`config.mk`:
```
export PLATFORM = sky130hd
export DESIGN_NAME = ddr_axi_burst_master_flat
export DESIGN_NICKNAME = d
export VERILOG_FILES = /design/src/rtl/ddr_axi_pkg.sv /design/src/rtl/ddr_axi_burst_master_if.sv /design/src/rtl/ddr_axi_wdog.sv /design/src/rtl/ddr_axi_burst_master.sv /design/src/flat_wrapper.sv
export SDC_FILE = /design/constraint.sdc
export NUM_CORES = 1
export LEC_CHECK = 0
export CORE_AREA = 2 2 118 120
export DETAILED_ROUTE_END_ITERATION = 10
export DIE_AREA = 0 0 120 122
export PLACE_DENSITY = 0.82
export SLEW_MARGIN = 20
export SYNTH_ARGS = -nofsm -noshare
export SYNTH_HDL_FRONTEND = slang
export SYNTH_SLANG_ARGS = --single-unit
```
`constraint.sdc`:
```
create_clock -name clk -period 3.8 [get_ports clk]
set_clock_uncertainty 0.1 [all_clocks]
set_input_delay 0.76 -clock clk [delete_from_list [all_inputs] [get_ports clk]]
set_output_delay 0.76 -clock clk [all_outputs]
set_load 0.005 [all_outputs]
```
`src/rtl/ddr_axi_pkg.sv`:
```
`default_nettype none
// ============================================================================
// Module      : ddr_axi_pkg
// Description : Shared types and constants for the DDR AXI burst master.
// Revision    : 1.0 - initial release
// ============================================================================
package ddr_axi_pkg;

    typedef enum logic [2:0] {
        ST_IDLE    = 3'd0,
        ST_WR_ADDR = 3'd1,
        ST_WR_DATA = 3'd2,
        ST_WR_RESP = 3'd3,
        ST_RD_ADDR = 3'd4,
        ST_RD_DATA = 3'd5,
        ST_FINISH  = 3'd6
    } state_t;

    localparam logic [1:0] BURST_INCR  = 2'b01;
    localparam logic [1:0] RESP_OKAY   = 2'b00;
    localparam logic [1:0] RESP_SLVERR = 2'b10;
    localparam int         MAX_BEATS   = 256;

    function automatic logic len_is_valid(input logic [8:0] len);
        return (len != 9'd0) && (int'(len) <= MAX_BEATS);
    endfunction

endpackage
`default_nettype wire

```
`src/rtl/ddr_axi_burst_master_if.sv`:
```
`default_nettype none
// ============================================================================
// Module      : ddr_axi_burst_master_if
// Description : User command/stream signals plus the DDR slave AXI channels.
// Revision    : 1.0 - initial release
// ============================================================================
interface ddr_axi_burst_master_if;

    logic        cmd_valid;
    logic        cmd_ready;
    logic        cmd_write;
    logic [31:0] cmd_addr;
    logic [8:0]  cmd_len;
    logic [31:0] wr_data;
    logic [3:0]  wr_strb;
    logic        wr_valid;
    logic        wr_ready;
    logic [31:0] rd_data;
    logic        rd_last;
    logic        rd_valid;
    logic        rd_ready;
    logic        done;
    logic        err;

    logic [3:0]  MASTER_WR_ADDR_ID;
    logic [31:0] MASTER_WR_ADDR;
    logic [7:0]  MASTER_WR_ADDR_LEN;
    logic [1:0]  MASTER_WR_ADDR_BURST;
    logic        MASTER_WR_ADDR_VALID;
    logic        MASTER_WR_ADDR_READY;
    logic [31:0] MASTER_WR_DATA;
    logic [3:0]  MASTER_WR_STRB;
    logic        MASTER_WR_DATA_LAST;
    logic        MASTER_WR_DATA_VALID;
    logic        MASTER_WR_DATA_READY;
    logic [3:0]  MASTER_WR_BACK_ID;
    logic [1:0]  MASTER_WR_BACK_RESP;
    logic        MASTER_WR_BACK_VALID;
    logic        MASTER_WR_BACK_READY;
    logic [3:0]  MASTER_RD_ADDR_ID;
    logic [31:0] MASTER_RD_ADDR;
    logic [7:0]  MASTER_RD_ADDR_LEN;
    logic [1:0]  MASTER_RD_ADDR_BURST;
    logic        MASTER_RD_ADDR_VALID;
    logic        MASTER_RD_ADDR_READY;
    logic [3:0]  MASTER_RD_BACK_ID;
    logic [31:0] MASTER_RD_BACK_DATA;
    logic [1:0]  MASTER_RD_BACK_DATA_RESP;
    logic        MASTER_RD_BACK_DATA_LAST;
    logic        MASTER_RD_DATA_VALID;
    logic        MASTER_RD_DATA_READY;

    modport master (
        input  cmd_valid, cmd_write, cmd_addr, cmd_len,
        input  wr_data, wr_strb, wr_valid, rd_ready,
        output cmd_ready, wr_ready, rd_data, rd_last, rd_valid, done, err,
        output MASTER_WR_ADDR_ID, MASTER_WR_ADDR, MASTER_WR_ADDR_LEN,
        output MASTER_WR_ADDR_BURST, MASTER_WR_ADDR_VALID,
        input  MASTER_WR_ADDR_READY,
        output MASTER_WR_DATA, MASTER_WR_STRB, MASTER_WR_DATA_LAST, MASTER_WR_DATA_VALID,
        input  MASTER_WR_DATA_READY,
        input  MASTER_WR_BACK_ID, MASTER_WR_BACK_RESP, MASTER_WR_BACK_VALID,
        output MASTER_WR_BACK_READY,
        output MASTER_RD_ADDR_ID, MASTER_RD_ADDR, MASTER_RD_ADDR_LEN,
        output MASTER_RD_ADDR_BURST, MASTER_RD_ADDR_VALID,
        input  MASTER_RD_ADDR_READY,
        input  MASTER_RD_BACK_ID, MASTER_RD_BACK_DATA, MASTER_RD_BACK_DATA_RESP,
        input  MASTER_RD_BACK_DATA_LAST, MASTER_RD_DATA_VALID,
        output MASTER_RD_DATA_READY
    );

    modport slave (
        output cmd_valid, cmd_write, cmd_addr, cmd_len,
        output wr_data, wr_strb, wr_valid, rd_ready,
        input  cmd_ready, wr_ready, rd_data, rd_last, rd_valid, done, err,
        input  MASTER_WR_ADDR_ID, MASTER_WR_ADDR, MASTER_WR_ADDR_LEN,
        input  MASTER_WR_ADDR_BURST, MASTER_WR_ADDR_VALID,
        output MASTER_WR_ADDR_READY,
        input  MASTER_WR_DATA, MASTER_WR_STRB, MASTER_WR_DATA_LAST, MASTER_WR_DATA_VALID,
        output MASTER_WR_DATA_READY,
        output MASTER_WR_BACK_ID, MASTER_WR_BACK_RESP, MASTER_WR_BACK_VALID,
        input  MASTER_WR_BACK_READY,
        input  MASTER_RD_ADDR_ID, MASTER_RD_ADDR, MASTER_RD_ADDR_LEN,
        input  MASTER_RD_ADDR_BURST, MASTER_RD_ADDR_VALID,
        output MASTER_RD_ADDR_READY,
        output MASTER_RD_BACK_ID, MASTER_RD_BACK_DATA, MASTER_RD_BACK_DATA_RESP,
        output MASTER_RD_BACK_DATA_LAST, MASTER_RD_DATA_VALID,
        input  MASTER_RD_DATA_READY
    );

endinterface
`default_nettype wire

```
`src/rtl/ddr_axi_wdog.sv`:
```
`default_nettype none
// ============================================================================
// Module      : ddr_axi_wdog
// Description : Handshake-progress watchdog; expires after LIMIT idle cycles.
// Revision    : 1.0 - initial release
// ============================================================================
module ddr_axi_wdog #(
    parameter int LIMIT = 4096
) (
    input  wire  clk,
    input  wire  rst,
    input  logic clr_i,
    input  logic en_i,
    output logic expire_o
);

    localparam int CW = $clog2(LIMIT + 1);

    logic [CW-1:0] cnt_q;

    // Expiry fires on the LIMIT-th consecutive enabled cycle without a clear.
    assign expire_o = en_i && !clr_i && (cnt_q == CW'(LIMIT - 1));

    always_ff @(posedge clk or posedge rst) begin
        if (rst) begin
            cnt_q <= '0;
        end else if (clr_i) begin
            cnt_q <= '0;
        end else if (en_i && !expire_o) begin
            cnt_q <= cnt_q + CW'(1);
        end
    end

endmodule
`default_nettype wire

```
`src/rtl/ddr_axi_burst_master.sv`:
```
`default_nettype none
// ============================================================================
// Module      : ddr_axi_burst_master
// Description : Turns single user commands into one INCR burst on the DDR port.
// Revision    : 1.0 - initial release
// ============================================================================
module ddr_axi_burst_master
    import ddr_axi_pkg::*;
#(
    parameter logic [3:0] ID_VAL      = 4'h0,
    parameter int         TIMEOUT_CYC = 4096,
    parameter int         CNT_W       = 9
) (
    input  wire clk,
    input  wire rst,
    ddr_axi_burst_master_if.master bus
);

    state_t           state_q, state_d;
    logic [31:0]      addr_q, addr_d;
    logic [7:0]       len_m1_q, len_m1_d;
    logic [CNT_W-1:0] beat_q, beat_d;
    logic             err_q, err_d;

    logic w_in_idle, w_in_wd, w_in_rd, w_in_fin;
    logic w_aw_hs, w_w_hs, w_b_hs, w_ar_hs, w_r_hs, w_any_hs;
    logic w_final, w_expire, w_b_bad, w_r_bad;

    assign w_in_idle = (state_q == ST_IDLE);
    assign w_in_wd   = (state_q == ST_WR_DATA);
    assign w_in_rd   = (state_q == ST_RD_DATA);
    assign w_in_fin  = (state_q == ST_FINISH);

    assign w_aw_hs  = (state_q == ST_WR_ADDR) && bus.MASTER_WR_ADDR_READY;
    assign w_w_hs   = w_in_wd && bus.wr_valid && bus.MASTER_WR_DATA_READY;
    assign w_b_hs   = (state_q == ST_WR_RESP) && bus.MASTER_WR_BACK_VALID;
    assign w_ar_hs  = (state_q == ST_RD_ADDR) && bus.MASTER_RD_ADDR_READY;
    assign w_r_hs   = w_in_rd && bus.MASTER_RD_DATA_VALID && bus.rd_ready;
    assign w_any_hs = w_aw_hs || w_w_hs || w_b_hs || w_ar_hs || w_r_hs;

    // beat_q counts completed beats, so the final beat is the one at index len-1
    assign w_final = (beat_q == CNT_W'(len_m1_q));
    assign w_b_bad = (bus.MASTER_WR_BACK_RESP != RESP_OKAY) || (bus.MASTER_WR_BACK_ID != ID_VAL);
    assign w_r_bad = (bus.MASTER_RD_BACK_DATA_RESP != RESP_OKAY) || (bus.MASTER_RD_BACK_ID != ID_VAL);

    ddr_axi_wdog #(
        .LIMIT (TIMEOUT_CYC)
    ) u_wdog (
        .clk      (clk),
        .rst      (rst),
        .clr_i    (w_in_idle || w_in_fin || w_any_hs),
        .en_i     (!(w_in_idle || w_in_fin)),
        .expire_o (w_expire)
    );

    always_ff @(posedge clk or posedge rst) begin
        if (rst) begin
            state_q  <= ST_IDLE;
            addr_q   <= '0;
            len_m1_q <= '0;
            beat_q   <= '0;
            err_q    <= 1'b0;
        end else begin
            state_q  <= state_d;
            addr_q   <= addr_d;
            len_m1_q <= len_m1_d;
            beat_q   <= beat_d;
            err_q    <= err_d;
        end
    end

    always_comb begin
        state_d  = state_q;
        addr_d   = addr_q;
        len_m1_d = len_m1_q;
        beat_d   = beat_q;
        err_d    = err_q;
        case (state_q)
            ST_IDLE: begin
                if (bus.cmd_valid) begin
                    addr_d = bus.cmd_addr & ~32'h3;
                    beat_d = '0;
                    if (len_is_valid(bus.cmd_len)) begin
                        len_m1_d = 8'(bus.cmd_len - 9'd1);
                        err_d    = 1'b0;
                        state_d  = bus.cmd_write ? ST_WR_ADDR : ST_RD_ADDR;
                    end else begin
                        err_d   = 1'b1;
                        state_d = ST_FINISH;
                    end
                end
            end
            ST_WR_ADDR: if (w_aw_hs) state_d = ST_WR_DATA;
            ST_WR_DATA: begin
                if (w_w_hs) begin
                    beat_d = beat_q + CNT_W'(1);
                    if (w_final) state_d = ST_WR_RESP;
                end
            end
            ST_WR_RESP: begin
                if (w_b_hs) begin
                    if (w_b_bad) err_d = 1'b1;
                    state_d = ST_FINISH;
                end
            end
            ST_RD_ADDR: if (w_ar_hs) state_d = ST_RD_DATA;
            ST_RD_DATA: begin
                if (w_r_hs) begin
                    beat_d = beat_q + CNT_W'(1);
                    if (w_r_bad || (bus.MASTER_RD_BACK_DATA_LAST != w_final)) err_d = 1'b1;
                    if (bus.MASTER_RD_BACK_DATA_LAST || w_final) state_d = ST_FINISH;
                end
            end
            ST_FINISH: begin
                beat_d  = '0;
                state_d = ST_IDLE;
            end
            default: state_d = ST_IDLE;
        endcase
        // Expiry already excludes any handshake cycle, so progress wins a tie.
        if (w_expire) begin
            err_d   = 1'b1;
            state_d = ST_FINISH;
        end
    end

    assign bus.cmd_ready = w_in_idle && !rst;
    assign bus.done      = w_in_fin;
    assign bus.err       = w_in_fin && err_q;

    assign bus.MASTER_WR_ADDR_ID    = ID_VAL;
    assign bus.MASTER_WR_ADDR       = addr_q;
    assign bus.MASTER_WR_ADDR_LEN   = len_m1_q;
    assign bus.MASTER_WR_ADDR_BURST = BURST_INCR;
    assign bus.MASTER_WR_ADDR_VALID = (state_q == ST_WR_ADDR);

    assign bus.MASTER_WR_DATA       = w_in_wd ? bus.wr_data : '0;
    assign bus.MASTER_WR_STRB       = w_in_wd ? bus.wr_strb : '0;
    assign bus.MASTER_WR_DATA_LAST  = w_in_wd && w_final;
    assign bus.MASTER_WR_DATA_VALID = w_in_wd && bus.wr_valid;
    assign bus.wr_ready             = w_in_wd && bus.MASTER_WR_DATA_READY;
    assign bus.MASTER_WR_BACK_READY = (state_q == ST_WR_RESP);

    assign bus.MASTER_RD_ADDR_ID    = ID_VAL;
    assign bus.MASTER_RD_ADDR       = addr_q;
    assign bus.MASTER_RD_ADDR_LEN   = len_m1_q;
    assign bus.MASTER_RD_ADDR_BURST = BURST_INCR;
    assign bus.MASTER_RD_ADDR_VALID = (state_q == ST_RD_ADDR);

    assign bus.MASTER_RD_DATA_READY = w_in_rd && bus.rd_ready;
    assign bus.rd_valid             = w_in_rd && bus.MASTER_RD_DATA_VALID;
    assign bus.rd_data              = w_in_rd ? bus.MASTER_RD_BACK_DATA : '0;
    assign bus.rd_last              = w_in_rd && bus.MASTER_RD_BACK_DATA_LAST;

endmodule
`default_nettype wire

```
`src/flat_wrapper.sv`:
```
// flat-port wrapper written by rule: the top's interface ports become plain ports
module ddr_axi_burst_master_flat import ddr_axi_pkg::*;
#(
    parameter logic [3:0] ID_VAL      = 4'h0,
    parameter int         TIMEOUT_CYC = 4096,
    parameter int         CNT_W       = 9
)
  (clk, rst, bus_cmd_valid, bus_cmd_write, bus_cmd_addr, bus_cmd_len, bus_wr_data, bus_wr_strb, bus_wr_valid, bus_rd_ready, bus_cmd_ready, bus_wr_ready, bus_rd_data, bus_rd_last, bus_rd_valid, bus_done, bus_err, bus_MASTER_WR_ADDR_ID, bus_MASTER_WR_ADDR, bus_MASTER_WR_ADDR_LEN, bus_MASTER_WR_ADDR_BURST, bus_MASTER_WR_ADDR_VALID, bus_MASTER_WR_ADDR_READY, bus_MASTER_WR_DATA, bus_MASTER_WR_STRB, bus_MASTER_WR_DATA_LAST, bus_MASTER_WR_DATA_VALID, bus_MASTER_WR_DATA_READY, bus_MASTER_WR_BACK_ID, bus_MASTER_WR_BACK_RESP, bus_MASTER_WR_BACK_VALID, bus_MASTER_WR_BACK_READY, bus_MASTER_RD_ADDR_ID, bus_MASTER_RD_ADDR, bus_MASTER_RD_ADDR_LEN, bus_MASTER_RD_ADDR_BURST, bus_MASTER_RD_ADDR_VALID, bus_MASTER_RD_ADDR_READY, bus_MASTER_RD_BACK_ID, bus_MASTER_RD_BACK_DATA, bus_MASTER_RD_BACK_DATA_RESP, bus_MASTER_RD_BACK_DATA_LAST, bus_MASTER_RD_DATA_VALID, bus_MASTER_RD_DATA_READY);
  ddr_axi_burst_master_if bus_i ();
  input  wire clk;
  input  wire rst;
  input wire logic [$bits(bus_i.cmd_valid)-1:0] bus_cmd_valid;
  input wire logic [$bits(bus_i.cmd_write)-1:0] bus_cmd_write;
  input wire logic [$bits(bus_i.cmd_addr)-1:0] bus_cmd_addr;
  input wire logic [$bits(bus_i.cmd_len)-1:0] bus_cmd_len;
  input wire logic [$bits(bus_i.wr_data)-1:0] bus_wr_data;
  input wire logic [$bits(bus_i.wr_strb)-1:0] bus_wr_strb;
  input wire logic [$bits(bus_i.wr_valid)-1:0] bus_wr_valid;
  input wire logic [$bits(bus_i.rd_ready)-1:0] bus_rd_ready;
  output wire logic [$bits(bus_i.cmd_ready)-1:0] bus_cmd_ready;
  output wire logic [$bits(bus_i.wr_ready)-1:0] bus_wr_ready;
  output wire logic [$bits(bus_i.rd_data)-1:0] bus_rd_data;
  output wire logic [$bits(bus_i.rd_last)-1:0] bus_rd_last;
  output wire logic [$bits(bus_i.rd_valid)-1:0] bus_rd_valid;
  output wire logic [$bits(bus_i.done)-1:0] bus_done;
  output wire logic [$bits(bus_i.err)-1:0] bus_err;
  output wire logic [$bits(bus_i.MASTER_WR_ADDR_ID)-1:0] bus_MASTER_WR_ADDR_ID;
  output wire logic [$bits(bus_i.MASTER_WR_ADDR)-1:0] bus_MASTER_WR_ADDR;
  output wire logic [$bits(bus_i.MASTER_WR_ADDR_LEN)-1:0] bus_MASTER_WR_ADDR_LEN;
  output wire logic [$bits(bus_i.MASTER_WR_ADDR_BURST)-1:0] bus_MASTER_WR_ADDR_BURST;
  output wire logic [$bits(bus_i.MASTER_WR_ADDR_VALID)-1:0] bus_MASTER_WR_ADDR_VALID;
  input wire logic [$bits(bus_i.MASTER_WR_ADDR_READY)-1:0] bus_MASTER_WR_ADDR_READY;
  output wire logic [$bits(bus_i.MASTER_WR_DATA)-1:0] bus_MASTER_WR_DATA;
  output wire logic [$bits(bus_i.MASTER_WR_STRB)-1:0] bus_MASTER_WR_STRB;
  output wire logic [$bits(bus_i.MASTER_WR_DATA_LAST)-1:0] bus_MASTER_WR_DATA_LAST;
  output wire logic [$bits(bus_i.MASTER_WR_DATA_VALID)-1:0] bus_MASTER_WR_DATA_VALID;
  input wire logic [$bits(bus_i.MASTER_WR_DATA_READY)-1:0] bus_MASTER_WR_DATA_READY;
  input wire logic [$bits(bus_i.MASTER_WR_BACK_ID)-1:0] bus_MASTER_WR_BACK_ID;
  input wire logic [$bits(bus_i.MASTER_WR_BACK_RESP)-1:0] bus_MASTER_WR_BACK_RESP;
  input wire logic [$bits(bus_i.MASTER_WR_BACK_VALID)-1:0] bus_MASTER_WR_BACK_VALID;
  output wire logic [$bits(bus_i.MASTER_WR_BACK_READY)-1:0] bus_MASTER_WR_BACK_READY;
  output wire logic [$bits(bus_i.MASTER_RD_ADDR_ID)-1:0] bus_MASTER_RD_ADDR_ID;
  output wire logic [$bits(bus_i.MASTER_RD_ADDR)-1:0] bus_MASTER_RD_ADDR;
  output wire logic [$bits(bus_i.MASTER_RD_ADDR_LEN)-1:0] bus_MASTER_RD_ADDR_LEN;
  output wire logic [$bits(bus_i.MASTER_RD_ADDR_BURST)-1:0] bus_MASTER_RD_ADDR_BURST;
  output wire logic [$bits(bus_i.MASTER_RD_ADDR_VALID)-1:0] bus_MASTER_RD_ADDR_VALID;
  input wire logic [$bits(bus_i.MASTER_RD_ADDR_READY)-1:0] bus_MASTER_RD_ADDR_READY;
  input wire logic [$bits(bus_i.MASTER_RD_BACK_ID)-1:0] bus_MASTER_RD_BACK_ID;
  input wire logic [$bits(bus_i.MASTER_RD_BACK_DATA)-1:0] bus_MASTER_RD_BACK_DATA;
  input wire logic [$bits(bus_i.MASTER_RD_BACK_DATA_RESP)-1:0] bus_MASTER_RD_BACK_DATA_RESP;
  input wire logic [$bits(bus_i.MASTER_RD_BACK_DATA_LAST)-1:0] bus_MASTER_RD_BACK_DATA_LAST;
  input wire logic [$bits(bus_i.MASTER_RD_DATA_VALID)-1:0] bus_MASTER_RD_DATA_VALID;
  output wire logic [$bits(bus_i.MASTER_RD_DATA_READY)-1:0] bus_MASTER_RD_DATA_READY;
  assign bus_i.cmd_valid = bus_cmd_valid;
  assign bus_i.cmd_write = bus_cmd_write;
  assign bus_i.cmd_addr = bus_cmd_addr;
  assign bus_i.cmd_len = bus_cmd_len;
  assign bus_i.wr_data = bus_wr_data;
  assign bus_i.wr_strb = bus_wr_strb;
  assign bus_i.wr_valid = bus_wr_valid;
  assign bus_i.rd_ready = bus_rd_ready;
  assign bus_cmd_ready = bus_i.cmd_ready;
  assign bus_wr_ready = bus_i.wr_ready;
  assign bus_rd_data = bus_i.rd_data;
  assign bus_rd_last = bus_i.rd_last;
  assign bus_rd_valid = bus_i.rd_valid;
  assign bus_done = bus_i.done;
  assign bus_err = bus_i.err;
  assign bus_MASTER_WR_ADDR_ID = bus_i.MASTER_WR_ADDR_ID;
  assign bus_MASTER_WR_ADDR = bus_i.MASTER_WR_ADDR;
  assign bus_MASTER_WR_ADDR_LEN = bus_i.MASTER_WR_ADDR_LEN;
  assign bus_MASTER_WR_ADDR_BURST = bus_i.MASTER_WR_ADDR_BURST;
  assign bus_MASTER_WR_ADDR_VALID = bus_i.MASTER_WR_ADDR_VALID;
  assign bus_i.MASTER_WR_ADDR_READY = bus_MASTER_WR_ADDR_READY;
  assign bus_MASTER_WR_DATA = bus_i.MASTER_WR_DATA;
  assign bus_MASTER_WR_STRB = bus_i.MASTER_WR_STRB;
  assign bus_MASTER_WR_DATA_LAST = bus_i.MASTER_WR_DATA_LAST;
  assign bus_MASTER_WR_DATA_VALID = bus_i.MASTER_WR_DATA_VALID;
  assign bus_i.MASTER_WR_DATA_READY = bus_MASTER_WR_DATA_READY;
  assign bus_i.MASTER_WR_BACK_ID = bus_MASTER_WR_BACK_ID;
  assign bus_i.MASTER_WR_BACK_RESP = bus_MASTER_WR_BACK_RESP;
  assign bus_i.MASTER_WR_BACK_VALID = bus_MASTER_WR_BACK_VALID;
  assign bus_MASTER_WR_BACK_READY = bus_i.MASTER_WR_BACK_READY;
  assign bus_MASTER_RD_ADDR_ID = bus_i.MASTER_RD_ADDR_ID;
  assign bus_MASTER_RD_ADDR = bus_i.MASTER_RD_ADDR;
  assign bus_MASTER_RD_ADDR_LEN = bus_i.MASTER_RD_ADDR_LEN;
  assign bus_MASTER_RD_ADDR_BURST = bus_i.MASTER_RD_ADDR_BURST;
  assign bus_MASTER_RD_ADDR_VALID = bus_i.MASTER_RD_ADDR_VALID;
  assign bus_i.MASTER_RD_ADDR_READY = bus_MASTER_RD_ADDR_READY;
  assign bus_i.MASTER_RD_BACK_ID = bus_MASTER_RD_BACK_ID;
  assign bus_i.MASTER_RD_BACK_DATA = bus_MASTER_RD_BACK_DATA;
  assign bus_i.MASTER_RD_BACK_DATA_RESP = bus_MASTER_RD_BACK_DATA_RESP;
  assign bus_i.MASTER_RD_BACK_DATA_LAST = bus_MASTER_RD_BACK_DATA_LAST;
  assign bus_i.MASTER_RD_DATA_VALID = bus_MASTER_RD_DATA_VALID;
  assign bus_MASTER_RD_DATA_READY = bus_i.MASTER_RD_DATA_READY;
  ddr_axi_burst_master #(.ID_VAL(ID_VAL), .TIMEOUT_CYC(TIMEOUT_CYC), .CNT_W(CNT_W)) u_core (.clk(clk), .rst(rst), .bus(bus_i));
endmodule
```
### Yosys cells after proc, flatten, opt, wreduce, memory -nomap -nowiden

Index checks and enable logic that the tools add are counted.

| cells by class | value |
|---|---|
| $add $sub $neg | 3 |
| magnitude comparators | 1 |
| equal/unequal tests | 22 |
| multiplexer cells | 29 |
| reduce and logical (&&, ||, !) cells | 45 |

Operators by type and width:

| operator | number |
|---|---|
| 2-to-1 mux 32 bit | 2 |
| case mux 9 bit (4 select lines) | 1 |
| 2-to-1 mux 3 bit | 11 |
| 2-to-1 mux 9 bit | 3 |
| 2-to-1 mux 13 bit | 2 |
| != test 3 bit (second input constant) | 6 |
| case mux 3 bit (6 select lines) | 1 |
| logical AND 1 bit | 17 |
| nonzero test 4 bit | 4 |
| adder 13 x 1 -> 13 bit (second input constant) | 1 |
| equality test 13 x 12 -> 1 bit (second input constant) | 1 |
| != test 3 x 1 -> 1 bit (second input constant) | 4 |
| logical OR 1 bit | 10 |
| adder 9 x 1 -> 9 bit (second input constant) | 1 |
| equality test 3 bit (second input constant) | 3 |
| equality test 9 x 8 -> 1 bit | 1 |
| less-or-equal comparator 9 bit (second input constant) | 1 |
| nonzero test 9 bit | 1 |
| AND reduction 8 bit | 1 |
| subtractor 8 x 1 -> 8 bit (second input constant) | 1 |
| 2-to-1 mux 1 bit | 7 |
| equality test 3 x 2 -> 1 bit (second input constant) | 2 |
| != test 2 bit (second input constant) | 3 |
| AND reduction 6 bit | 1 |
| other kinds (10) | 15 |

| storage, ports and cells | value |
|---|---|
| bits in registers | 64 |
| input port bits | 133 |
| output and inout bits | 172 |
| logic and storage cells | 106 |

### Longest topological paths before layout

Gate-level depths: netlist (run 1).

| logic depth | value |
|---|---|
| depth in word-level cells | 15 |
| gate-level depth with buffers | 10 |
| gate-level depth less buffers | 9 |

### Modules after synthesis

A second synthesis (run 1) with hierarchy kept.

| second synthesis, totals | value |
|---|---|
| cells, all modules | 459 |
| area, all modules | 4270.3 sq um |

Modules (own cells, without submodules):

| module | times used | cells an instance | area each (sq um) | sequential area each (sq um) |
|---|---|---|---|---|
| ddr_axi_burst_master | 1 | 384 | 3509.6 | 1276.2 |
| ddr_axi_wdog | 1 | 75 | 760.7 | 325.3 |

### Worst setup path before layout (run 1)

OpenSTA, ideal clock, no wires.

| timing path | value |
|---|---|
| path type | reg2out |
| start | reg u_core.state_q[0] |
| end | out bus_MASTER_WR_DATA[21] |
| arrival time | 1.641 ns |
| data required time | 2.940 ns |
| slack | 1.299 ns |
| cell stages (with the launch flop) | 7 |
| path buffers | 4 |
| cells stage by stage | dfrtp_1 -> buf_2 -> clkbuf_1 -> nor3b_1 -> clkbuf_1 -> clkbuf_1 -> and2_1 |

| on the way | value |
|---|---|
| cells in the longest elaborated chain, start to end | 2 |

RTL lines:

| item | RTL line | text |
|---|---|---|
| start: declaration | ddr_axi_burst_master.sv:19 | `state_t state_q, state_d;` |
| start signal: assignment | ddr_axi_burst_master.sv:64 | `state_q <= state_d;` |
| equality test 3 x 2 -> 1 bit | ddr_axi_burst_master.sv:30 | `assign w_in_wd = (state_q == ST_WR_DATA);` |
| 2-to-1 mux 32 bit | ddr_axi_burst_master.sv:137 | `assign bus.MASTER_WR_DATA = w_in_wd ? bus.wr_data : '0;` |
| end: declaration | flat_wrapper.sv:33 | `output wire logic [$bits(bus_i.MASTER_WR_DATA)-1:0] bus_MASTER_WR_DATA;` |

Every way passes these cells.

### Final worst setup path (run 1)

| timing path | value |
|---|---|
| start | reg u_core.beat_q[2] |
| end | out bus_MASTER_WR_DATA_LAST |

| on the way | value |
|---|---|
| cells in the longest elaborated chain, start to end | 2 |

RTL lines:

| item | RTL line | text |
|---|---|---|
| start: declaration | ddr_axi_burst_master.sv:22 | `logic [CNT_W-1:0] beat_q, beat_d;` |
| start signal: assignment | ddr_axi_burst_master.sv:67 | `beat_q <= beat_d;` |
| equality test 9 x 8 -> 1 bit | ddr_axi_burst_master.sv:42 | `assign w_final = (beat_q == CNT_W'(len_m1_q));` |
| logical AND 1 bit | ddr_axi_burst_master.sv:139 | `assign bus.MASTER_WR_DATA_LAST = w_in_wd && w_final;` |
| end: declaration | flat_wrapper.sv:35 | `output wire logic [$bits(bus_i.MASTER_WR_DATA_LAST)-1:0] bus_MASTER_WR_DATA_LAST;` |

Every way passes these cells.

==> qor.yml, run 1 <==
timing:
  fmax_ghz: 0.310
  hold_slack_ns: 0.402
  period_needed_ns: 3.23
  finalMaxSlewViolations: 0
  rsz0062_at_grt: "false"
  worst_slew_pin_slew_ns: 0.971
  slew_headroom: 0.344
  fin_crit_sh: 0.850
  finalSetupViolCount: 0
  hold_violations: 0
  setup_tns_ns: 0
  layout_setup_ws_ns: 0.572
clock_network:
  clock_latency_ns: 0.32
  clk_pin_slew_ns: 0.06
  tritoncts: "built"
  holdBufCountCts: 0
  clock_sinks: 64
  ctsHtreeMaxLevel: 3
  cts_buffers: 9
  cts_root_buf: "clkbuf_16"
  cts_buffer_depth: 2
  cts.repair.resized: 0
  post_cts_buffers: 0
yosys:
  synth_top_cell_by_area: "dfrtp_1"
  synth_edf_count: 0
  synth.top_cell.area_share: 0.383
  synth_cell_type_count: 54
  synthTopCellsByCount: "and2_1, dfrtp_1, buf_4, nor2_1, mux2_2"
  ys_seq_elements: 64
  ys.flop_type: "dfrtp_1"
  synthMostInstantiatedCell: "and2_1"
  syn_inst: 450
  netlist_area_mm2: 0.00418
  ys_seq_area_frac: 0.383
  syn_avg_cell_area_um2: 9.28
  yosys_warnings: 0
  synth_area_leaders: "dfrtp_1, and2_1, buf_4, mux2_2, xnor2_1"
  synth_async_sr_flop_share: 1.00
route:
  route.detailed.drc: 0
  drt_iter0_markers: 160
  via_count: 4010
  drt_pass1_iterations: 4
  drt-total-wl_mm: 13.4
  post_drt_via_cell_ratio: 4.57
  antenna_left: 0
  wl_per_cell_um: 15.2
power:
  peakVddDrop_v: 0.000267
  power_frac_comb: 0.531
  leakage_uw: 0.00289
  p_switching_uw: 1390
  pwr-share-clk: 0.198
  p_per_area_mw_per_mm2: 613
  power_frac_seq: 0.271
  p_int_uw: 3030
  p_total_uw: 4420
  switching_share: 0.314
worst_setup_path:
  reg2reg_depth: 9
  cp_cell_sequence: "xnor2_1 -> nand4_1 -> or4_1 -> nor2_1 -> clkdlybuf4s50_1"
  worstSetupPathType: "reg -> out"
  crit_required_ns: 2.94
  cp_slowest_cell: "clkdlybuf4s50_1"
  crit_fanout: 9
  end_kind: "output port"
  slowest_delay_ns: 0.57
  startpoint_type: "flop"
  cp.arrival_ns: 2.37
floorplanning:
  start_util: 0.309
  dieWidth_um: 120
  chipHeight_um: 122
  row_count: 43
  dieArea_mm2: 0.0146
  core_mm2: 0.0135
  ioPinCount: 305
placement:
  placed_cells: 861
  pre_cts_ws_ns: 0.660
  portBuffers: 286
  gp_congestion: 0.839
  hpwl_mm: 10.7
global_routing:
  grt_pass1_vias: 3963
  grt_pass1_wl_mm: 20.4
  grt_max_degree: 45
  gr-usage-all-layers: 0.176
  grt_remaining_overflow: 0
  antenna_found_initial: 1
min_path:
  hold_path_class: "reg -> reg"
  min_path_cells: 1
flow_run:
  drv_cap: 0
finish:
  final_cells: 878
  syn2layout_area_growth_pct: 72.6
  fillerInstances: 1223
  final_nets: 829
  drive_above_1_share: 0.0918
status:
  outcome: "completed"
==> metrics by stage <==
stage | util | area, um^2
2_1_floorplan | - | 4230
3_3_place_gp | 0.510 | 6890
3_5_place_dp | 0.510 | 6890
4_1_cts | 0.534 | 7210
5_1_grt | 0.534 | 7210
6_report | 0.534 | 7210
==> critical path: cells and delay by family, from the launching register on <==
| kind | cells | cell delay, ns |
|---|---|---|
| flops | 1 | 0.52 |
| buf+inv | 1 | 0.57 |
| simple gates | 3 | 0.80 |
| xor+xnor | 1 | 0.16 |
==> state kept, by name, indices dropped and copies added (netlist names) <==
name                           count
u_core.beat_q                      9
u_core.bus.MASTER_RD_ADDR         30
u_core.bus.MASTER_RD_ADDR_LEN      8
u_core.err_q                       1
u_core.state_q                     3
u_core.u_wdog.cnt_q               13
==> worst paths after layout <==
| path | startpoint | endpoint | slack (ns) |
|---|---|---|---|
| setup / recovery | u_core.beat_q[2] | bus_MASTER_WR_DATA_LAST | 0.57 |
| hold / removal | u_core.beat_q[8] | u_core.beat_q[8] | 0.40 |
| setup reg to reg | u_core.beat_q[2] | u_core.state_q[2] | 1.22 |
| hold reg to reg | u_core.beat_q[8] | u_core.beat_q[8] | 0.40 |
| max in group asynchronous | rst | u_core.bus.MASTER_RD_ADDR[11] | 2.21 |
| min in group asynchronous | rst | u_core.bus.MASTER_RD_ADDR[24] | 0.79 |
==> area by class of cell <==
type,count,area (um^2),area share
Inverter,7,26.3,0.00364
Clock inverter,7,95.1,0.0132
Antenna cell,1,2.50,0.000347
Sequential cell,64,1600,0.222
Multi-Input combinational cell,318,2120,0.293
Tap cell,180,225,0.0312
Timing Repair Buffer,292,2920,0.405
Clock buffer,9,225,0.0312
==> per-layer routing <==
layer | routed length, um | vias up | part of all wire | GRT usage
met1 | 5180 | 1876 | 0.39 | 0.204
li1 | - | 1947 | - | -
met2 | 6910 | 172 | 0.52 | 0.309
met4 | 287 | 0 | 0.021 | 0.0566
met3 | 990 | 15 | 0.074 | 0.0552
met5 | 0 | - | 0 | 0
==> power groups by stage <==
stage | sequential (uW) | clock (uW) | combinational, uW
2_1_floorplan | 1130 | 0 | 1210
3_3_place_gp | 1200 | 0 | 2330
3_5_place_dp | 1210 | 0 | 2370
4_1_cts | 1200 | 897 | 2380
5_1_grt | 1240 | 924 | 2540
6_report | 1200 | 873 | 2350
==> cells by family (layout without fill, tap and decap cells) <==
kind of cell / count (synthesis) / in the layout / synth area share
DFF: 64 / 64 / 0.383
other: 2 / 17 / 0.00180
buffers and inverters: 82 / 315 / 0.125
AOI/OAI and AO/OA: 57 / 57 / 0.0887
adders and majority gates: 4 / 4 / 0.0120
xor gates and xnor gates: 22 / 22 / 0.0461
and+or+nand+nor: 187 / 187 / 0.258
muxes: 32 / 32 / 0.0860
==> placed cells by master (no fill, tap or decap), types with 5 or more instances in the layout <==
master,netlist,layout
inv_1,7,6
o21ai_1,5,5
dfrtp_1,64,64
xnor2_1,16,16
nor3_1,5,5
nand2_1,18,18
clkdlybuf4s50_1,0,286
o21ai_0,22,22
clkbuf_16,0,9
xor2_1,6,6
nor2_1,33,32
nand2b_1,6,6
mux2_2,31,31
buf_4,54,5
nand4_1,7,7
and2_1,74,74
conb_1,2,16
nand3_1,11,11
No activity file was read; power rests on OpenSTA's default activity.
==> run 2, diff against run 1 <==
--- a/config.mk
+++ b/config.mk
@@ -5,10 +5,10 @@
 export SDC_FILE = /design/constraint.sdc
 export NUM_CORES = 1
 export LEC_CHECK = 0
-export CORE_AREA = 2 2 118 120
+export CORE_AREA = 2 2 119 121
 export DETAILED_ROUTE_END_ITERATION = 10
-export DIE_AREA = 0 0 120 122
-export PLACE_DENSITY = 0.82
+export DIE_AREA = 0 0 121 123
+export PLACE_DENSITY = 0.81
 export SLEW_MARGIN = 20
 export SYNTH_ARGS = -nofsm -noshare
 export SYNTH_HDL_FRONTEND = slang
==> constraint.sdc (replaced) <==
create_clock -name clk -period 3.2 [get_ports clk]
set_clock_uncertainty 0.1 [all_clocks]
set_input_delay 0.64 -clock clk [delete_from_list [all_inputs] [get_ports clk]]
set_output_delay 0.64 -clock clk [all_outputs]
set_load 0.005 [all_outputs]
==> run 2 against run 1 <==
Net effect:
- wire length down 2.7%
- critical path type unchanged
- total power up 17%
- cell count grew 0.46%
- clock power grew 5.7%
- flip-flop and latch count stayed put
- via count down 1.2%
- combinational power increased by 21%
- critical endpoint unchanged
==> qor.yml, run 2 (synthesis gave the netlist of run 1 again) <==
route:
  post_drt_via_cell_ratio: 4.49  # -1.6%
  antenna_left: 0  # unchanged
  drt_pass1_iterations: 4  # unchanged
  drt_iter0_markers: 149  # -6.9%
  drt-total-wl_mm: 13.0  # -2.7%
  wl_per_cell_um: 14.7  # -3.1%
  route.detailed.drc: 0  # unchanged
  via_count: 3963  # -1.2%
global_routing:
  antenna_found_initial: 1  # unchanged
  gr-usage-all-layers: 0.165  # -0.0107
  grt_remaining_overflow: 0  # unchanged
  grt_max_degree: 40  # -11%
  grt_pass1_wl_mm: 19.3  # -5.2%
  grt_pass1_vias: 3750  # -5.4%
clock_network:
  holdBufCountCts: 0  # unchanged
  clock_latency_ns: 0.32  # about the same
  tritoncts: "built"
  cts.repair.resized: 0  # unchanged
  clk_pin_slew_ns: 0.05  # about the same
  cts_root_buf: "clkbuf_16"
  cts_buffer_depth: 2  # unchanged
  clock_sinks: 64  # unchanged
  cts_buffers: 9  # unchanged
  ctsHtreeMaxLevel: 3  # unchanged
  post_cts_buffers: 0  # unchanged
floorplanning:
  row_count: 43  # unchanged
  chipHeight_um: 123  # +0.82%
  core_mm2: 0.0136  # +0.80%
  dieWidth_um: 121  # +0.83%
  dieArea_mm2: 0.0149  # +1.7%
  start_util: 0.307  # -0.00245
  ioPinCount: 305  # unchanged
timing:
  hold_violations: 0  # unchanged
  worst_slew_pin_slew_ns: 0.874  # -0.0969 ns
  fmax_ghz: 0.326
  hold_slack_ns: 0.404  # +0.00163 ns
  slew_headroom: 0.410  # +0.0655
  finalMaxSlewViolations: 0  # unchanged
  period_needed_ns: 3.06
  setup_tns_ns: 0  # unchanged
  fin_crit_sh: 0.958
  rsz0062_at_grt: "false"
  finalSetupViolCount: 0  # unchanged
worst_setup_path:
  startpoint_type: "flop"
  worstSetupPathType: "reg -> out"
  cp.arrival_ns: 2.32  # -0.05 ns
  crit_fanout: 5  # -4
  r2r_slack_ns: 0.65  # -0.57 ns
  crit_required_ns: 2.46  # -0.48 ns
  end_kind: "output port"
finish:
  syn2layout_area_growth_pct: 72.9
  fillerInstances: 1238  # +1.2%
  final_nets: 833  # +0.48%
  largest_register_ffs: 30  # unchanged
  final_cell_mix: "clkdlybuf4s50_1, and2_1, dfrtp_1, nor2_1, mux2_2"
  final_common_cell: "clkdlybuf4s50_1"
  final_cells: 882  # +0.46%
  drive_above_1_share: 0.0927  # +0.000903
placement:
  hpwl_mm: 10.6  # -1.3%
  gp_congestion: 0.889  # +6.1%
  portBuffers: 286  # unchanged
  placed_cells: 865  # +0.46%
min_path:
  hold_path_class: "reg -> reg"
power:
  peakVddDrop_v: 0.000286  # +7.2%
  p_switching_uw: 1600  # +15%
  p_per_area_mw_per_mm2: 714  # +17%
  pwr-share-clk: 0.179  # -0.019
  leakage_uw: 0.00289  # +0.30%
  switching_share: 0.309  # -0.00464
  power_frac_seq: 0.271  # about the same
  p_int_uw: 3560  # +18%
  power_frac_comb: 0.550  # +0.019
status:
  outcome: "completed"
flow_run:
  drv_cap: 0  # unchanged
-- run 2: metrics by stage --
step	area (um^2)	utilization	setup slack [ns]	power, uW
floorplan	4230	-	0.819	2790
detailed placement	6940	0.510	0.220	4280
finish	7220	0.531	0.135	5160
global placement	6940	0.510	0.265	4240
global route	7220	0.531	0.0575	5520
CTS	7220	0.530	0.111	5230
-- run 2: final timing paths --
check                                  from                            end  cells after the start
setup reg to reg           u_core.beat_q[5]                   u_core.err_q                      9
hold reg to reg            u_core.beat_q[8]               u_core.beat_q[8]                      1
min in group asynchronous               rst              u_core.state_q[1]                      2
hold / removal             u_core.beat_q[8]               u_core.beat_q[8]                      1
max in group asynchronous               rst  u_core.bus.MASTER_RD_ADDR[12]                      3
setup / recovery           u_core.beat_q[5]        bus_MASTER_WR_DATA_LAST                      5
-- run 2: layer usage --
| layer | vias to the layer above | global-route usage | part of all wire |
|---|---|---|---|
| met4 | 0 | 0.0516 | 0.025 |
| met5 | - | 0 | 0 |
| met3 | 16 | 0.0521 | 0.072 |
| li1 | 1955 | - | - |
| met2 | 171 | 0.279 | 0.50 |
| met1 | 1821 | 0.202 | 0.40 |
-- run 2: cell type report --
class                   instances  area (um^2)  area share
flip-flops and latches         64         1600       0.222
diodes                          1         2.50    0.000346
multi-input cells             318         2120       0.294
clock buffers                  12          236      0.0327
inverters                       7         26.3     0.00364
repair buffers                296         2970       0.411
clock inverters                 4         45.0     0.00623
well taps                     180          225      0.0312
-- run 2: critical path, cell delays in order, from the launching register on --
cell and delay, ns:
dfrtp_1 0.43, xnor2_1 0.22, nand3_1 0.10, or4_1 0.59
nor2_1 0.14, clkdlybuf4s50_1 0.52
-- run 2: power groups by stage --
| stage | combinational (uW) | sequential (uW) | clock, uW |
|---|---|---|---|
| finish | 2840 | 1400 | 923 |
| global route | 3070 | 1450 | 997 |
| CTS | 2870 | 1410 | 951 |
| detailed placement | 2860 | 1420 | 0 |
| global placement | 2840 | 1400 | 0 |
| floorplan | 1440 | 1350 | 0 |
==> run 3, diff against run 2 <==
--- a/config.mk
+++ b/config.mk
@@ -5,11 +5,11 @@
 export SDC_FILE = /design/constraint.sdc
 export NUM_CORES = 1
 export LEC_CHECK = 0
-export CORE_AREA = 2 2 119 121
+export CORE_MARGIN = 1.5
+export CORE_UTILIZATION = 32
+export CTS_CLUSTER_SIZE = 25
 export DETAILED_ROUTE_END_ITERATION = 10
-export DIE_AREA = 0 0 121 123
-export PLACE_DENSITY = 0.81
-export SLEW_MARGIN = 20
+export PLACE_DENSITY = 0.87
 export SYNTH_ARGS = -nofsm -noshare
 export SYNTH_HDL_FRONTEND = slang
 export SYNTH_SLANG_ARGS = --single-unit
==> constraint.sdc (replaced) <==
create_clock -name clk -period 2.64 [get_ports clk]
set_clock_uncertainty 0.1 [all_clocks]
set_input_delay 0.528 -clock clk [delete_from_list [all_inputs] [get_ports clk]]
set_output_delay 0.528 -clock clk [all_outputs]
set_load 0.005 [all_outputs]
==> run 3 against run 2 <==
Net effect:
- the flow now finishes with violations (negative setup slack)
- die area is 7.6% lower
- setup slack lost 0.15 ns
- global-route usage rose by 3.5 points
- register-to-register slack got worse by 0.43 ns
- critical path type unchanged
- critical endpoint is now bus_MASTER_WR_DATA[28]
- largest power group unchanged
==> qor.yml, run 3 (synthesis gave the netlist of run 1 again) <==
floorplanning:
  dieArea_mm2: 0.0137  # -7.6%
  core_mm2: 0.0127  # -6.9%
  dieWidth_um: 117  # -3.1%
  chipHeight_um: 117  # -4.7%
  ioPinCount: 305  # unchanged
  row_count: 41  # -4.7%
  start_util: 0.330  # +0.0228
placement:
  hpwl_mm: 11.1  # +5.1%
  gp_congestion: 0.937  # +5.3%
  portBuffers: 286  # unchanged
route:
  post_drt_via_cell_ratio: 4.65  # +3.5%
  route.detailed.drc: 0  # unchanged
  drt_iter0_markers: 163  # +9.4%
  wl_per_cell_um: 15.7  # +6.4%
  drt-total-wl_mm: 14.2  # +9.0%
  drt_pass1_iterations: 4  # unchanged
  via_count: 4205  # +6.1%
  antenna_left: 0  # unchanged
clock_network:
  clock_latency_ns: 0.33  # about the same
  clk_pin_slew_ns: 0.06  # about the same
  cts_buffers: 9  # unchanged
  clock_sinks: 64  # unchanged
  ctsHtreeMaxLevel: 3  # unchanged
  holdBufCountCts: 0  # unchanged
  cts_buffer_depth: 2  # unchanged
  cts_root_buf: "clkbuf_16"
  tritoncts: "built"
worst_setup_path:
  end_kind: "output port"
  crit_required_ns: 2.01  # -0.45 ns
  cp_cell_sequence: "buf_4 -> nor3b_4 -> buf_4 -> clkbuf_16 -> and2_1 -> clkdlybuf4s50_1"
  cp_slowest_cell: "clkdlybuf4s50_1"
  r2r_slack_ns: 0.22  # -0.43 ns
  crit_fanout: 18  # +13
  slowest_delay_ns: 0.51  # -0.08 ns
  crit_top_cell: "buf_4"
  cp_top_family: "buffers and inverters"
  worst-path-stages: 6  # +1
  path_buf_inv: 4  # +3
  worstSetupPathType: "reg -> out"
  reg2reg_depth: 9  # unchanged
  cp.arrival_ns: 2.03  # -0.29 ns
  timing.rr.start: "u_core.bus.MASTER_RD_ADDR_LEN[0]"
  startpoint_type: "flop"
  reg2reg_to: "u_core.state_q[2]"
timing:
  finalMaxSlewViolations: 0  # unchanged
  fin_crit_sh: 1.01
  rsz0062_at_grt: "true"
  hold_slack_ns: 0.398  # -0.00509 ns
  worst_slew_pin_slew_ns: 0.698  # -0.176 ns
  slew_headroom: 0.533  # +0.123
  fmax_ghz: 0.377
  setup_tns_ns: -0.0653  # -0.0653 ns
  hold_violations: 0  # unchanged
  finalSetupViolCount: 10  # +10
  period_needed_ns: 2.65
  layout_setup_ws_ns: -0.0144  # -0.150 ns
power:
  p_total_uw: 6690  # +30%
  p_per_area_mw_per_mm2: 879  # +23%
  peakVddDrop_v: 0.000415  # +45%
  leakage_uw: 0.00375  # +30%
min_path:
  hold_path_class: "in -> async"
finish:
  largest_register_ffs: 30  # unchanged
  final_common_cell: "clkdlybuf4s50_1"
  final_cell_mix: "clkdlybuf4s50_1, and2_1, dfrtp_1, buf_4"
  syn2layout_area_growth_pct: 82.2
  diodes: 0  # -1
  drive_above_1_share: 0.143  # +0.0507
  final_nets: 865  # +3.8%
flow_run:
  drv_cap: 0  # unchanged
status:
  outcome: "complete, but fails checks"
  violations: "negative setup slack"
global_routing:
  gr-usage-all-layers: 0.200  # +0.0345
  grt_pass1_vias: 4052  # +8.1%
  grt_pass1_wl_mm: 20.9  # +8.2%
  antenna_found_initial: 0  # -1
  grt_max_degree: 55  # +38%
  grt_remaining_overflow: 0  # unchanged
[run 3: area by class of cell]
| cell class | instances | area, um^2 |
|---|---|---|
| multi-input cells | 318 | 2140 |
| inverters | 7 | 26.3 |
| repair buffers | 328 | 3310 |
| clock inverters | 3 | 65.1 |
| clock buffers | 12 | 256 |
| well taps | 172 | 215 |
| fillers | 1058 | 5060 |
| flip-flops and latches | 64 | 1600 |
[run 3: per-layer routing]
metal / global-route usage / up-vias / wire [um]
li1: - / 2016 / -
met1: 0.227 / 1966 / 5000
met2: 0.367 / 202 / 7830
met3: 0.0489 / 21 / 1000
met4: 0.0635 / 0 / 352
met5: 0 / - / 0
[run 3: metrics by stage]
step	cell area (um^2)	util	instances	setup WS, ns
finish	7610	0.601	904	-0.0144
global route	7610	0.601	904	-0.0771
CTS	7470	0.590	899	-0.0121
detailed placement	7090	0.559	876	-0.130
global placement	7090	0.559	876	-0.0765
floorplan	4230	-	464	0.365
[run 3: what timing repair did]
item,CTS,global route
cloned,1,1
pin swaps,1,1
setup endpoints to repair,72,49
gates resized for setup,33,35
setup buffers,7,4
[run 3: power breakdown]
| part | switching (uW) | internal [uW] | total, uW |
|---|---|---|---|
| Clock | 399 | 870 | 1270 |
| Sequential | 321 | 1340 | 1660 |
| Combinational | 1330 | 2420 | 3760 |
[run 3: how the worst max path moves through the flow]
stage / from / end / slack [ns]
finish: u_core.state_q[1] / bus_MASTER_WR_DATA[28] / -0.01
global route: u_core.state_q[1] / bus_MASTER_WR_DATA[13] / -0.08
CTS: u_core.state_q[1] / bus_rd_data[13] / -0.01
detailed placement: bus_cmd_len[0] / u_core.state_q[2] / -0.13
global placement: bus_cmd_len[0] / u_core.state_q[2] / -0.08
floorplan: u_core.beat_q[2] / u_core.err_q / 0.37
[run 3: worst reg2reg max path: stages, from the launching register on]
cell and delay (ns):
dfrtp_1 0.38, xnor2_1 0.19, nand3_1 0.09, or4_4 0.53, ha_1 0.20, nand2b_1 0.13, nand3_1 0.09, o2111ai_2 0.19
nor4_1 0.31, or4_1 0.15
